$ cat src/rtl/spi_txn_arbiter.sv
// Round-robin arbiter sharing one SPI driver between NUM_REQ requesters.
// Checks each request's length, runs the driver start/ready handshake and returns the masked rx word.
module spi_txn_arbiter #(
    parameter int  NUM_REQ      = 4,
    parameter int  SPI_MAXLEN   = 16,
    parameter int  BUSY_TIMEOUT = 15,
    localparam int LW           = $clog2(SPI_MAXLEN) + 1,
    localparam int IW           = $clog2(NUM_REQ)
) (
    input  logic                          SCLK,
    input  logic                          sresetn,
    input  logic [NUM_REQ-1:0]            req_valid,
    output logic [NUM_REQ-1:0]            req_ready,
    input  logic [NUM_REQ*LW-1:0]         req_n_clks,
    input  logic [NUM_REQ*SPI_MAXLEN-1:0] req_tx_data,
    output logic                          resp_valid,
    output logic [IW-1:0]                 resp_id,
    output logic                          resp_err,
    output logic [SPI_MAXLEN-1:0]         resp_data,
    output logic                          busy,
    output logic                          drv_start,
    input  logic                          drv_rdy,
    output logic [LW-1:0]                 drv_n_clks,
    output logic [SPI_MAXLEN-1:0]         drv_tx_data,
    input  logic [SPI_MAXLEN-1:0]         drv_rx_data
);
    localparam int TW = $clog2(BUSY_TIMEOUT + 1);

    typedef enum logic [2:0] {IDLE, ISSUE, WAIT_BUSY, WAIT_DONE, RESP} state_t;

    state_t                state_q;
    logic [IW-1:0]         rr_ptr_q;
    logic [IW-1:0]         rr_ptr_d;
    logic [IW-1:0]         id_q;
    logic [LW-1:0]         n_clks_q;
    logic [SPI_MAXLEN-1:0] tx_data_q;
    logic [TW-1:0]         tmo_cnt_q;
    logic [IW-1:0]         resp_id_q;
    logic                  resp_err_q;
    logic [SPI_MAXLEN-1:0] resp_data_q;

    logic                  win_found;
    logic [IW-1:0]         win_id;
    logic [LW-1:0]         win_n_clks;
    logic [SPI_MAXLEN-1:0] win_tx_data;
    logic                  win_len_bad;
    logic [SPI_MAXLEN-1:0] rx_mask;

    // Requester index arithmetic modulo NUM_REQ; base + off never exceeds 2*NUM_REQ-1 here.
    function automatic logic [IW-1:0] wrap_add(input logic [IW-1:0] base, input int off);
        int sum;
        sum = int'(base) + off;
        if (sum >= NUM_REQ) sum = sum - NUM_REQ;
        return IW'(sum);
    endfunction

    always_comb begin
        win_found = 1'b0;
        win_id    = '0;
        for (int k = 0; k < NUM_REQ; k++) begin
            if (!win_found && req_valid[wrap_add(rr_ptr_q, k)]) begin
                win_found = 1'b1;
                win_id    = wrap_add(rr_ptr_q, k);
            end
        end
    end

    always_comb begin
        req_ready = '0;
        if (state_q == IDLE && win_found) req_ready[win_id] = 1'b1;
    end

    assign win_n_clks  = req_n_clks[win_id*LW +: LW];
    assign win_tx_data = req_tx_data[win_id*SPI_MAXLEN +: SPI_MAXLEN];
    assign win_len_bad = (win_n_clks == '0) || (win_n_clks > LW'(SPI_MAXLEN));

    // A full-length transfer keeps every bit; shorter ones keep only the low n_clks bits.
    assign rx_mask = (n_clks_q >= LW'(SPI_MAXLEN)) ? '1
                   : ((SPI_MAXLEN'(1) << n_clks_q) - SPI_MAXLEN'(1));

    assign rr_ptr_d    = wrap_add(id_q, 1);

    assign busy        = (state_q != IDLE);
    assign drv_start   = (state_q == ISSUE);
    assign resp_valid  = (state_q == RESP);
    assign resp_id     = resp_id_q;
    assign resp_err    = resp_err_q;
    assign resp_data   = resp_data_q;
    assign drv_n_clks  = n_clks_q;
    assign drv_tx_data = tx_data_q;

    always_ff @(posedge SCLK or negedge sresetn) begin
        if (!sresetn) begin
            state_q     <= IDLE;
            rr_ptr_q    <= '0;
            id_q        <= '0;
            n_clks_q    <= '0;
            tx_data_q   <= '0;
            tmo_cnt_q   <= '0;
            resp_id_q   <= '0;
            resp_err_q  <= 1'b0;
            resp_data_q <= '0;
        end else begin
            unique case (state_q)
                IDLE: begin
                    if (win_found) begin
                        id_q <= win_id;
                        // Bad lengths are answered directly so the driver never sees them.
                        if (win_len_bad) begin
                            resp_id_q   <= win_id;
                            resp_err_q  <= 1'b1;
                            resp_data_q <= '0;
                            state_q     <= RESP;
                        end else begin
                            n_clks_q  <= win_n_clks;
                            tx_data_q <= win_tx_data;
                            state_q   <= ISSUE;
                        end
                    end
                end
                ISSUE: begin
                    if (drv_rdy) begin
                        tmo_cnt_q <= '0;
                        state_q   <= WAIT_BUSY;
                    end
                end
                WAIT_BUSY: begin
                    if (!drv_rdy) begin
                        state_q <= WAIT_DONE;
                    end else if (tmo_cnt_q == TW'(BUSY_TIMEOUT - 1)) begin
                        resp_id_q   <= id_q;
                        resp_err_q  <= 1'b1;
                        resp_data_q <= '0;
                        state_q     <= RESP;
                    end else begin
                        tmo_cnt_q <= tmo_cnt_q + TW'(1);
                    end
                end
                WAIT_DONE: begin
                    if (drv_rdy) begin
                        resp_id_q   <= id_q;
                        resp_err_q  <= 1'b0;
                        resp_data_q <= drv_rx_data & rx_mask;
                        state_q     <= RESP;
                    end
                end
                RESP: begin
                    rr_ptr_q <= rr_ptr_d;
                    state_q  <= IDLE;
                end
                default: state_q <= IDLE;
            endcase
        end
    end

endmodule

$ cat config.mk
export PLATFORM = sky130hd
export DESIGN_NAME = spi_txn_arbiter
export DESIGN_NICKNAME = d
export VERILOG_FILES = /design/src/rtl/spi_txn_arbiter.sv
export SDC_FILE = /design/constraint.sdc
export NUM_CORES = 1
export LEC_CHECK = 0
export BUFFER_PORTS_ARGS = -buffer_cell sky130_fd_sc_hd__buf_2
export CAP_MARGIN = 30
export CORE_MARGIN = 5
export CORE_UTILIZATION = 50
export DETAILED_ROUTE_END_ITERATION = 6
export PLACE_DENSITY = 0.89
export SYNTH_ARGS = -nofsm -noshare
export SYNTH_HDL_FRONTEND = slang
export SYNTH_SLANG_ARGS = --single-unit
$ cat constraint.sdc
create_clock -name SCLK -period 6.75 [get_ports SCLK]
set_input_delay 0 -clock SCLK [delete_from_list [all_inputs] [get_ports SCLK]]
set_output_delay 0 -clock SCLK [all_outputs]
set_load 0.05 [all_outputs]
### After elaboration in Yosys (flattened, before gate mapping)

Cells that the tools add are included.

| word-level totals | value |
|---|---|
| register bits | 51 |
| bits in latches | 0 |
| memory bits (writable) | 0 |
| ROM bits | 0 |
| input bits | 107 |
| output and inout bits | 47 |
| memories | 0 |

| operators by class | value |
|---|---|
| add/sub/neg operators | 11 |
| $mul | 1 |
| divide/modulo/power cells | 0 |
| $lt $le $gt $ge | 13 |
| equality and inequality tests | 13 |
| shifts and indexed selects | 3 |
| multiplexer cells | 54 |
| bitwise logic cells | 2 |
| reductions and logical operators | 19 |

Operator list:

| cell | count |
|---|---|
| $mux W16 | 6 |
| $shiftx A64 B7 Y16 | 1 |
| $pmux W16 S3 | 1 |
| $mux W2 | 14 |
| $shiftx A20 B6 Y5 | 1 |
| $mux W3 | 6 |
| $and A16 B16 Y16 | 1 |
| $mux W4 | 4 |
| $shl A1 B5 Y16 const A | 1 |
| $sub A16 B1 Y16 const B | 1 |
| $lt A2 B3 Y1 const B | 5 |
| $mux W1 | 14 |
| $ge A3 B3 Y1 const B | 4 |
| $ne A2 B2 Y1 const B | 6 |
| $pmux W3 S4 | 1 |
| $sub A2 B1 Y2 const B | 5 |
| $bmux W1 S2 | 4 |
| $pmux W4 S2 | 1 |
| $reduce_and A4 Y1 | 2 |
| $add A2 B1 Y3 const B | 2 |
| $add A2 B2 Y3 const B | 2 |
| $eq A3 B2 Y1 const B | 2 |
| $pmux W2 S3 | 1 |
| $reduce_and A6 Y1 | 1 |
| other kinds (23) | 30 |

### Longest topological paths before layout

Gate-level depths: netlist of the first run.

| logic depth | value |
|---|---|
| word-level depth | 21 |
| depth in mapped cells | 10 |

### Worst setup path after synthesis of the first run

Ideal clock, no wire load.

| path | value |
|---|---|
| path type | reg-to-output |
| start point | register state_q[1] |
| end point | output req_ready[1] |
| arrival | 2.610 ns |
| required time | 6.750 ns |
| path slack | 4.140 ns |
| stages on the path, launching flop included | 5 |
| buffers on the path | 1 |
| cell sequence | dfrtp_1 > clkbuf_1 > nor3_1 > inv_1 > nor3_1 |

| between the ends | value |
|---|---|
| longest elaborated chain between the ends | 3 |

Ends and longest elaborated chain:

| what | line | RTL |
|---|---|---|
| from (decl) | 31 | `state_t state_q;` |
| from (signal assigned) | 94 | `state_q <= IDLE;` |
| from (signal assigned) | 113 | `state_q <= RESP;` |
| from (signal assigned) | 117 | `state_q <= ISSUE;` |
| $logic_not A3 Y1 | 70 | `if (state_q == IDLE && win_found) req_ready[win_id] = 1'b1;` |
| $logic_and A1 B1 Y1 | 70 |  |
| $mux W4 | 70 |  |
| to (decl) | 13 | `output logic [NUM_REQ-1:0] req_ready,` |

Every way passes these cells.

### Worst setup path after layout of the first run

| path | value |
|---|---|
| start point | register rr_ptr_q[1] |
| end point | register resp_id_q[0] (netlist: resp_id[0]) |

| between the ends | value |
|---|---|
| longest elaborated chain between the ends | 20 |
| elaborated cells between the ends (all ways) | 48 |

Ends and longest elaborated chain:

| what | line | RTL |
|---|---|---|
| from (decl) | 32 | `logic [IW-1:0] rr_ptr_q;` |
| from (signal assigned) | 148 | `rr_ptr_q <= rr_ptr_d;` |
| parallel branches: the longest is 20 deep, another holds $add A2 B1 Y3 | n/a |  |
| to (signal assigned) | 110 | `resp_id_q <= win_id;` |
| to (signal assigned) | 131 | `resp_id_q <= id_q;` |
| to (signal assigned) | 141 | `resp_id_q <= id_q;` |
| to (decl) | 38 | `logic [IW-1:0] resp_id_q;` |

Several ways; the timed one is not identified. The select of a mux whose other input is x is not followed.
A chain may end at the register's enable or synchronous reset.

==> results of run 1 <==
layer usage:
layer	up-vias	wire, um	GRT usage, %
li1	1684	-	-
met1	1605	4110	29.9
met2	146	5130	39.3
met3	10	698	5.07
met4	0	126	5.65
met5	-	0	0
state kept, by name, summed over array words and instances, names as in the netlist:
register / flops
drv_n_clks: 5
drv_tx_data: 16
id_q: 2
resp_data: 16
resp_err: 1
resp_id: 2
rr_ptr_q: 2
state_q: 3
tmo_cnt_q: 4
worst register-to-register path: cells and delay by family, from the launching register on:
kind / cells / cell delay, ns
buffers and inverters: 1 / 0.10
AO/OA/AOI/OAI: 3 / 1.14
flip-flops: 1 / 0.46
AND/OR/NAND/NOR: 3 / 1.14
multiplexers: 1 / 0.39
power by group through the flow:
stage	clock network [mW]	logic, mW	registers (mW)
floorplan	0	0.749	0.871
global placement	0	1.31	0.556
detailed placement	0	1.34	0.561
CTS	0.177	1.36	0.558
global route	0.189	1.45	0.582
finish	0.172	1.35	0.562
worst min-delay path by stage:
stage,to,cells after the start,slack (ns)
2_1_floorplan,drv_n_clks[0]$_DFFE_PN0P_,0,-0.30
6_report,drv_tx_data[0]$_DFFE_PN0P_,4,0.14
5_1_grt,drv_tx_data[15]$_DFFE_PN0P_,4,0.15
4_1_cts,drv_n_clks[1]$_DFFE_PN0P_,5,0.12
3_5_place_dp,drv_tx_data[7]$_DFFE_PN0P_,1,-0.05
3_3_place_gp,resp_data[13]$_DFFE_PN0P_,3,0.23
logic make-up (layout without fill, tap and decap cells):
group,after synthesis,count (layout),share of synthesized area (%)
buffers and inverters,45,201,5.78
adders and majority gates,3,3,1.13
and+or+nand+nor,165,165,23.3
AOI/OAI and AO/OA,89,89,17.6
muxes,35,35,13.3
xor gates and xnor gates,2,2,0.526
DFF,51,51,38.3
per-stage QoR:
stage | hold slack, ns | worst slack [ns]
final | 0.135 | 3.40
after global routing | 0.151 | 3.13
after CTS | 0.122 | 3.43
after detailed placement | -0.0462 | 3.44
after global placement | 0.228 | 3.60
after floorplan | -0.296 | 4.14
cell type report:
| type | instances | area, um^2 | share of cell area [%] |
|---|---|---|---|
| clock buffer | 7 | 76.3 | 1.75 |
| sequential | 51 | 1280 | 29.3 |
| tap | 77 | 96.3 | 2.21 |
| timing repair buffer | 172 | 966 | 22.1 |
| clock inverter | 1 | 5.00 | 0.115 |
| multi-input combinational | 294 | 1860 | 42.7 |
| inverter | 21 | 78.8 | 1.81 |
cells in the final DEF (no fill, tap or decap), types with 5 or more instances in the layout:
| cell type | instances |
|---|---|
| mux2i_1 | 12 |
| nand2_1 | 90 |
| and3_1 | 17 |
| o21ai_0 | 29 |
| clkbuf_8 | 5 |
| nand3_1 | 18 |
| nor2_1 | 12 |
| a31oi_1 | 17 |
| dfrtp_1 | 51 |
| dlygate4sd3_1 | 18 |
| mux2_4 | 17 |
| nor3_1 | 5 |
| buf_2 | 153 |
| inv_1 | 21 |
| mux2_2 | 6 |
| a21oi_1 | 10 |
cells in the mapped netlist (2+ instances only):
library cell / n / share of area (%)
a21o_1: 2 / 0.45
a21oi_1: 10 / 1.5
a221oi_1: 2 / 0.53
a22o_1: 2 / 0.53
a22oi_1: 2 / 0.45
a31o_2: 2 / 0.53
a31oi_1: 17 / 3.2
a32oi_1: 2 / 0.53
a41oi_1: 2 / 0.53
and2_1: 3 / 0.56
and3_1: 17 / 3.2
and4_1: 2 / 0.53
buf_1: 2 / 0.23
buf_6: 3 / 1.0
clkbuf_1: 18 / 2.0
dfrtp_1: 51 / 38
ha_1: 3 / 1.1
inv_1: 21 / 2.4
mux2_2: 6 / 2.0
mux2_4: 17 / 7.7
mux2i_1: 12 / 3.6
nand2_1: 90 / 10
nand2b_1: 4 / 0.75
nand3_1: 18 / 2.7
nand3b_1: 2 / 0.45
nand4_1: 2 / 0.38
nor2_1: 12 / 1.4
nor3_1: 5 / 0.75
o211ai_1: 4 / 0.90
o21ai_0: 29 / 4.4
o22ai_1: 3 / 0.56
o31ai_1: 2 / 0.45
xor2_1: 2 / 0.53
==> qor.txt, run 1 <==
first-iteration detailed-routing DRC count: 175
Pleak: 2.22 nW
Post-Place Cell Area: 4100 um^2
Post-DP HPWL: 7.64 mm
switching share of power: 53.8%
critical path's largest stage delay: 0.74 ns
Reg power frac: 26.9%
CTS Hold Bufs: 18
Power Density: 479 nW/um^2
Pwr Total: 2.09 mW
row cnt: 29
Post-route DRC: 0
nets@finish: 655
Cell Area, Synth: 3330 um^2
worst clock skew: 0.00637 ns
htree depth: 2
crit end category: flip-flop
hold path start: req_tx_data[48]
Final Util: 67.9%
Final Hold Fails: 0
post-synth net total: 500
Logic pwr share: 64.9%
sw power: 1.12 mW
dpl cells: 597
clk sinks: 51
drt first pass iters: 5
Final Cycle Share: 49.7%
initial antenna violation count: 0
Final GP Congestion: 0.851
WP depth: 8
Die Area: 8400 um^2
Routed Wire Length: 10.1 mm
CP Max Fanout: 22
# Max-Cap Violations: 0
crit path to: resp_id[0]$_DFFE_PN0P_
CTS Buffer Depth: 2
crit-path cells: inv_1 -> a21oi_1 -> and4_1 -> nand3_1 -> a22oi_1 -> nand4_2 -> a31oi_4 -> mux2_2
Post-DRT Antenna Nets: 0
Worst EP required: 6.94 ns
status: finished clean
vias in the first global route: 3303
starting density of the core: 51.9%
clock slew at reported path FFs: 0.09 ns
Tightest Pin Transition: 0.885 ns
routed len/inst: 16.2 um
Port Buffers: 153
Finished Layout Cells: 623
family with the most delay on the worst path: compound AO/OA/AOI/OAI gates
max-slew violation count: 0
chip width: 91.6 um
startpoint class of the critical path: flip-flop
Worst R2R Start: rr_ptr_q[1]$_DFFE_PN0P_
largest net degree at the start of global routing: 40
worst min-delay path category: input port to flip-flop
Die Height: 91.6 um
WP data arrival: 3.54 ns
worst r2r dst: resp_id[0]$_DFFE_PN0P_
# diodes: 0
Synth Instances: 390
final setup vio count: 0
Layout Area Growth over Synthesis: 30.9%
sequential area share after synthesis: 38.3%
setup repair after global routing missed its margin: false
Worst Path Buf+Inv: 1
Final Cell Area: 4360 um^2
syn avg cell area: 8.55 um^2
Synthesis Warnings: 0
CP max stage cell: and4_1
VDD IR max: 0.000335 V
share of layout cells above drive strength 1: 35.2%
Worst-Skew Late Latency: 0.30 ns
post-CTS setup buffer count: 0
Setup crit start: rr_ptr_q[1]$_DFFE_PN0P_
Relative slew margins: 40.8%
total grt overflow: 0
setup_tns: 0 ns
Yosys cell types: 54
min Tclk post-route: 3.35 ns
CTS tree: yes
Synth Register Bits: 51
CORE AREA: 6420 um^2
Vias: 3445
ys flop type: dfrtp_1
I/O pin cnt: 154
Crit Path Category: flip-flop to flip-flop
Root Driver: clkbuf_8
first-pass GRT wire length: 16.0 mm
Resize count post-CTS: 0
Worst R2R Setup Slack: 3.40 ns
GRT Util Overall: 23.1%
internal cell power: 0.965 mW
CTS buffer count: 5
Async SR Flop Fraction: 100%
Clock power frac: 8.2%
worst r2r path cells: 8
fmax: 298 MHz
fill count: 542
Vias per Instance: 5.53
number of synthesized flops with an enable pin: 0
(Power assumes the default switching activity.)
==> inputs of run 2 (changes only) <==
- CORE_UTILIZATION: 50 -> 43
- PLACE_DENSITY: 0.89 -> 0.81
- clock period: 6.75 -> 2.86 ns (I/O delays scaled with it)
==> qor.txt, run 2 (synthesis results as in run 1) <==
CTS tree: yes (unchanged)
clock slew at reported path FFs: 0.09 ns (about the same)
setup repair after global routing missed its margin: false (unchanged)
starting density of the core: 43.6% (was 51.9%)
CORE AREA: 7650 um^2 (was 6420 um^2)
worst min-delay path category: input port to async pin (was input port to flip-flop)
chip width: 98.0 um (was 91.6 um)
startpoint class of the critical path: flip-flop (unchanged)
area occupied by multi-input gates: 1860 um^2 (unchanged)
I/O pin cnt: 154 (unchanged)
Port Buffers: 153 (unchanged)
register area: 1280 um^2 (unchanged)
GRT Util Overall: 20.8% (was 23.1%)
Final Hold Fails: 0 (unchanged)
clk sinks: 51 (unchanged)
Relative slew margins: 63.5% (was 40.8%)
Finished Layout Cells: 658 (was 623)
Post-DP HPWL: 7.92 mm (was 7.64 mm)
fmax: 371 MHz (was 298 MHz)
most common cell after layout, fill and taps aside: buf_2 (unchanged)
most frequent cells in the layout: buf_2, nand2_1, dfrtp_1 (unchanged)
max-slew violation count: 0 (unchanged)
Routed Wire Length: 10.2 mm (was 10.1 mm)
Final GP Congestion: 0.937 (was 0.851)
largest net degree at the start of global routing: 40 (unchanged)
Root Driver: clkbuf_8 (unchanged)
Worst-Skew Late Latency: 0.31 ns (was 0.30 ns)
post-CTS setup buffer count: 0 (unchanged)
dpl cells: 632 (was 597)
# Max-Cap Violations: 0 (unchanged)
htree depth: 2 (unchanged)
first-iteration detailed-routing DRC count: 112 (was 175)
CP Max Fanout: 20 (was 22)
WP data arrival: 2.88 ns (was 3.54 ns)
Resize count post-CTS: 0 (unchanged)
Die Height: 98.0 um (was 91.6 um)
share of layout cells above drive strength 1: 36.5% (was 35.2%)
Post-DRT Antenna Nets: 0 (unchanged)
min Tclk post-route: 2.69 ns (was 3.35 ns)
Pleak: 2.28 nW (was 2.22 nW)
final setup vio count: 0 (unchanged)
Worst EP required: 3.05 ns (was 6.94 ns)
Final Cycle Share: 94.2% (was 49.7%)
final setup margin: 0.167 ns (was 3.40 ns)
Die Area: 9610 um^2 (was 8400 um^2)
# diodes: 0 (unchanged)
Vias per Instance: 5.31 (was 5.53)
Tightest Pin Transition: 0.548 ns (was 0.885 ns)
Post-route DRC: 0 (unchanged)
VDD IR max: 0.000749 V (was 0.000335 V)
vias in the first global route: 3496 (was 3303)
Crit Path Category: flip-flop to flip-flop (unchanged)
CTS Buffer Depth: 2 (unchanged)
initial antenna violation count: 0 (unchanged)
drt first pass iters: 5 (unchanged)
worst clock skew: 0.00953 ns (was 0.00637 ns)
Vias: 3496 (was 3445)
row cnt: 32 (was 29)
total grt overflow: 0 (unchanged)
fill count: 690 (was 542)
routed len/inst: 15.5 um (was 16.2 um)
first-pass GRT wire length: 16.6 mm (was 16.0 mm)
status: finished clean (unchanged)
setup_tns: 0 ns (unchanged)
crit end category: flip-flop (unchanged)
dpl ws: 0.173 ns (was 3.44 ns)
CTS buffer count: 5 (unchanged)
nets@finish: 665 (was 655)
Layout Area Growth over Synthesis: 34.6% (was 30.9%)
Power Density: 1130 nW/um^2 (was 479 nW/um^2)
-- run 2: cell types whose count changed in the layout (fill, tap and decap cells not counted) --
| cell | delta |
|---|---|
| buf_4 | +10 |
| clkbuf_1 | -1 |
| clkbuf_8 | +2 |
| clkinv_2 | -1 |
-- run 2: stage by stage --
stage | utilization [%] | hold slack [ns] | area (um^2) | power, mW
6_report | 58.7 | 0.112 | 4490 | 5.07
5_1_grt | 58.7 | 0.131 | 4490 | 5.40
4_1_cts | 58.7 | 0.110 | 4490 | 5.11
3_5_place_dp | 55.0 | -0.0825 | 4210 | 4.62
3_3_place_gp | 54.8 | 0.225 | 4190 | 4.53
2_1_floorplan | - | -0.296 | 3330 | 3.83
-- run 2: worst max-delay path, stage by stage, from the launching register on --
cell,delay (ns)
dfrtp_1,0.44
mux2i_1,0.35
a2bb2oi_2,0.16
nand2_2,0.17
mux2i_1,0.20
mux2_2,0.22
a31o_2,0.22
and3_4,0.46
mux2_4,0.34
-- run 2: path summary, 6_finish.rpt --
path	depth (start not counted)	slack [ns]	endpoint	from
max in group asynchronous	3	2.23	drv_n_clks[0]$_DFFE_PN0P_	sresetn
min	2	0.11	resp_data[5]$_DFFE_PN0P_	sresetn
min in group SCLK	4	0.12	drv_tx_data[7]$_DFFE_PN0P_	req_tx_data[39]
min reg2reg	1	0.52	drv_tx_data[14]$_DFFE_PN0P_	drv_tx_data[14]$_DFFE_PN0P_
max reg2reg	8	0.17	drv_tx_data[8]$_DFFE_PN0P_	rr_ptr_q[1]$_DFFE_PN0P_
max	8	0.17	drv_tx_data[8]$_DFFE_PN0P_	rr_ptr_q[1]$_DFFE_PN0P_
-- run 2: final cells by class --
| cell class | count | share of cell area [%] |
|---|---|---|
| tap | 102 | 2.84 |
| multi-input combinational | 294 | 41.5 |
| inverter | 21 | 1.76 |
| timing repair buffer | 182 | 23.2 |
| sequential | 51 | 28.4 |
| clock buffer | 8 | 2.23 |
-- run 2: per-layer routing --
layer  global-route usage [%]  vias up  routed length [um]
li1                         -     1702                   -
met1                     25.1     1639                4060
met2                     36.9      133                5290
met3                     4.50       22                 646
met4                     6.18        0                 212
met5                        0        -                   0
-- run 2: power breakdown --
part	switching (mW)	internal, mW
logic	2.15	1.15
clock network	0.236	0.221
registers	0.292	1.02
-- run 2: timing repair --
action / 4_1_cts / 5_1_grt
hold endpoints to repair: 68 / 0
hold buffers: 18 / 0
endpoints found under the setup margin: 0 / 0
==> inputs of run 3 (changes only) <==
- ABC_AREA: default -> 1
- CORE_UTILIZATION: 43 -> 45
- PLACE_DENSITY: 0.81 -> 0.82
- SKIP_CTS_REPAIR_TIMING: default -> 1
==> qor.txt, run 3 <==
status: finished with violations (was finished clean)
violated checks: hold timing
syn avg cell area: 6.73 um^2 (was 8.55 um^2)
drt first pass iters: 5 (unchanged)
Die Area: 10400 um^2 (was 9610 um^2)
worst min-delay path category: input port to flip-flop (was input port to async pin)
most frequent cells in the layout: buf_2, nand2_1, inv_1, nor2_1, dfrtp_1 (was buf_2, nand2_1, dfrtp_1)
Worst R2R Start: rr_ptr_q[0]$_DFFE_PN0P_ (was rr_ptr_q[1]$_DFFE_PN0P_)
most frequent cells after synthesis: nand2_1, nor2_1, inv_1 (was nand2_1, dfrtp_1, o21ai_0)
Tightest Pin Transition: 1.01 ns (was 0.548 ns)
Layout Area Growth over Synthesis: 37.6% (was 34.6%)
largest net degree at the start of global routing: 36 (was 40)
Setup crit start: rr_ptr_q[0]$_DFFE_PN0P_ (was rr_ptr_q[1]$_DFFE_PN0P_)
sequential area share after synthesis: 33.5% (was 38.3%)
crit path to: resp_data[3]$_DFFE_PN0P_ (was drv_tx_data[8]$_DFFE_PN0P_)
nets@finish: 848 (was 665)
final setup margin: 0.0275 ns (was 0.167 ns)
Post-DP HPWL: 8.89 mm (was 7.92 mm)
Synth area leader: dfrtp_1 (unchanged)
Worst EP required: 3.05 ns (about the same)
Routed Wire Length: 12.7 mm (was 10.2 mm)
CTS Buffer Depth: 2 (unchanged)
htree depth: 2 (unchanged)
CTS tree: yes (unchanged)
Final Hold Fails: 1 (was 0)
worst r2r path cells: 19 (was 8)
I/O pin cnt: 154 (unchanged)
chip width: 102 um (was 98.0 um)
setup_tns: 0 ns (unchanged)
Worst-Skew Late Latency: 0.30 ns (was 0.31 ns)
CORE AREA: 8260 um^2 (was 7650 um^2)
post-synth top area share: 33.5% (was 38.3%)
# diodes: 0 (unchanged)
Synth Register Bits: 51 (unchanged)
most common cell after layout, fill and taps aside: buf_2 (unchanged)
Relative slew margins: 32.8% (was 63.5%)
CP Max Fanout: 8 (was 20)
top post-synthesis cells by area: dfrtp_1, nand2_1, nor2_1, inv_1, o21ai_0 (was dfrtp_1, nand2_1, mux2_4, o21ai_0, mux2i_1)
max-slew violation count: 0 (unchanged)
ys flop type: dfrtp_1 (unchanged)
total grt overflow: 0 (unchanged)
Synth Instances: 567 (was 390)
Die Height: 102 um (was 98.0 um)
GRT Util Overall: 21.5% (was 20.8%)
Crit Path Category: flip-flop to flip-flop (unchanged)
initial antenna violation count: 0 (unchanged)
routed len/inst: 15.0 um (was 15.5 um)
Post-DRT Antenna Nets: 0 (unchanged)
fmax: 353 MHz (was 371 MHz)
final setup vio count: 0 (unchanged)
Cell Area, Synth: 3810 um^2 (was 3330 um^2)
worst clock skew: 0.0100 ns (was 0.00953 ns)
Worst R2R Setup Slack: 0.03 ns (was 0.17 ns)
share of layout cells above drive strength 1: 36.0% (was 36.5%)
startpoint class of the critical path: flip-flop (unchanged)
Vias per Instance: 5.34 (was 5.31)
first-pass GRT wire length: 18.3 mm (was 16.6 mm)
min Tclk post-route: 2.83 ns (was 2.69 ns)
vias in the first global route: 4077 (was 3496)
CTS buffer count: 5 (unchanged)
Yosys cell types: 39 (was 54)
Vias: 4510 (was 3496)
Final GP Congestion: 0.889 (was 0.937)
starting density of the core: 46.2% (was 43.6%)
count leader, synth: nand2_1 (unchanged)
row cnt: 33 (was 32)
WP data arrival: 3.03 ns (was 2.88 ns)
Async SR Flop Fraction: 100% (unchanged)
number of synthesized flops with an enable pin: 0 (unchanged)
post-synth net total: 677 (was 500)
# Max-Cap Violations: 0 (unchanged)
Synthesis Warnings: 0 (unchanged)
Port Buffers: 153 (unchanged)
hold_ws: -0.00130 ns (was 0.112 ns)
dpl ws: -0.0866 ns (was 0.173 ns)
clock slew at reported path FFs: 0.09 ns (about the same)
crit end category: flip-flop (unchanged)
Root Driver: clkbuf_8 (unchanged)
worst r2r dst: resp_data[3]$_DFFE_PN0P_ (was drv_tx_data[8]$_DFFE_PN0P_)
first-iteration detailed-routing DRC count: 251 (was 112)
Final Cycle Share: 99.0% (was 94.2%)
clk sinks: 51 (unchanged)
Post-route DRC: 0 (unchanged)
-- run 3: changes by cell type after synthesis, sizes merged, moves of 6 or more --
cell,delta
nand2,+62
o21ai,+38
a31oi,-17
buf,+6
o22ai,+14
mux2,-23
inv,+56
nand3,+13
nor2,+67
and3,-18
nand4,+18
mux2i,-12
-- run 3: worst min path at each step --
stage          startpoint                         to  slack (ns)  depth (start not counted)
2_1_floorplan     sresetn  drv_n_clks[0]$_DFFE_PN0P_       -0.30                          0
3_3_place_gp      sresetn   tmo_cnt_q[2]$_DFFE_PN0P_        0.28                          1
3_5_place_dp      sresetn       resp_err$_DFFE_PN0P_        0.05                          1
4_1_cts           sresetn   resp_data[7]$_DFFE_PN0P_       -0.29                          1
5_1_grt           drv_rdy     state_q[0]$_DFFE_PN0P_       0.009                          4
6_report          drv_rdy     state_q[0]$_DFFE_PN0P_      -0.001                          4
-- run 3: per-stage QoR --
step / util [%] / instances / area (um^2) / hold WS [ns]
detailed placement: 56.4 / 811 / 4660 / 0.0486
global placement: 56.2 / 810 / 4640 / 0.281
CTS: 57.8 / 819 / 4770 / -0.288
floorplan: - / 567 / 3810 / -0.296
global route: 63.5 / 844 / 5250 / 0.00871
finish: 63.5 / 844 / 5250 / -0.00130
-- run 3: critical path: stages, from the launching register on --
cell and delay, ns:
dfrtp_1 0.41, buf_4 0.18, nand2_1 0.12, nand2_4 0.09
nand2_2 0.08, inv_1 0.05, a21boi_2 0.17, nand2_1 0.11
nor2_2 0.13, nor2_2 0.07, buf_6 0.13, nand3_1 0.08
nand2_1 0.08, nor2_2 0.17, nand2_1 0.08, nand2_2 0.12
nand3_4 0.23, clkbuf_16 0.26, nand4_1 0.07, nand2_1 0.08
-- run 3: area by class of cell --
type / instances / area [um^2]
clock buffer: 5 / 68.8
timing repair buffer: 185 / 1130
tap: 105 / 131
clock inverter: 3 / 43.8
multi-input combinational: 417 / 2300
fill: 749 / 3010
sequential: 51 / 1280
inverter: 78 / 298
-- run 3: kinds of logic (layout without fill, tap and decap cells) --
family,Yosys count,count (layout),synth area share [%]
AO/OA/AOI/OAI,102,102,17.2
buffers and inverters,105,271,12.5
XOR/XNOR,2,2,0.459
AND/OR/NAND/NOR,304,310,35.5
flip-flops,51,51,33.5
adder cells (fa/ha/maj),3,3,0.984
-- run 3: per-layer routing --
layer | wire length [um] | track usage (%)
met4 | 247 | 5.05
met1 | 4970 | 28.3
met5 | 0 | 0
met2 | 6210 | 36.2
met3 | 1240 | 4.64
Power of run 3 is left out: the tool's default activity adds up to more than one toggle a clock period on the data nets, which glitch-free logic cannot reach.
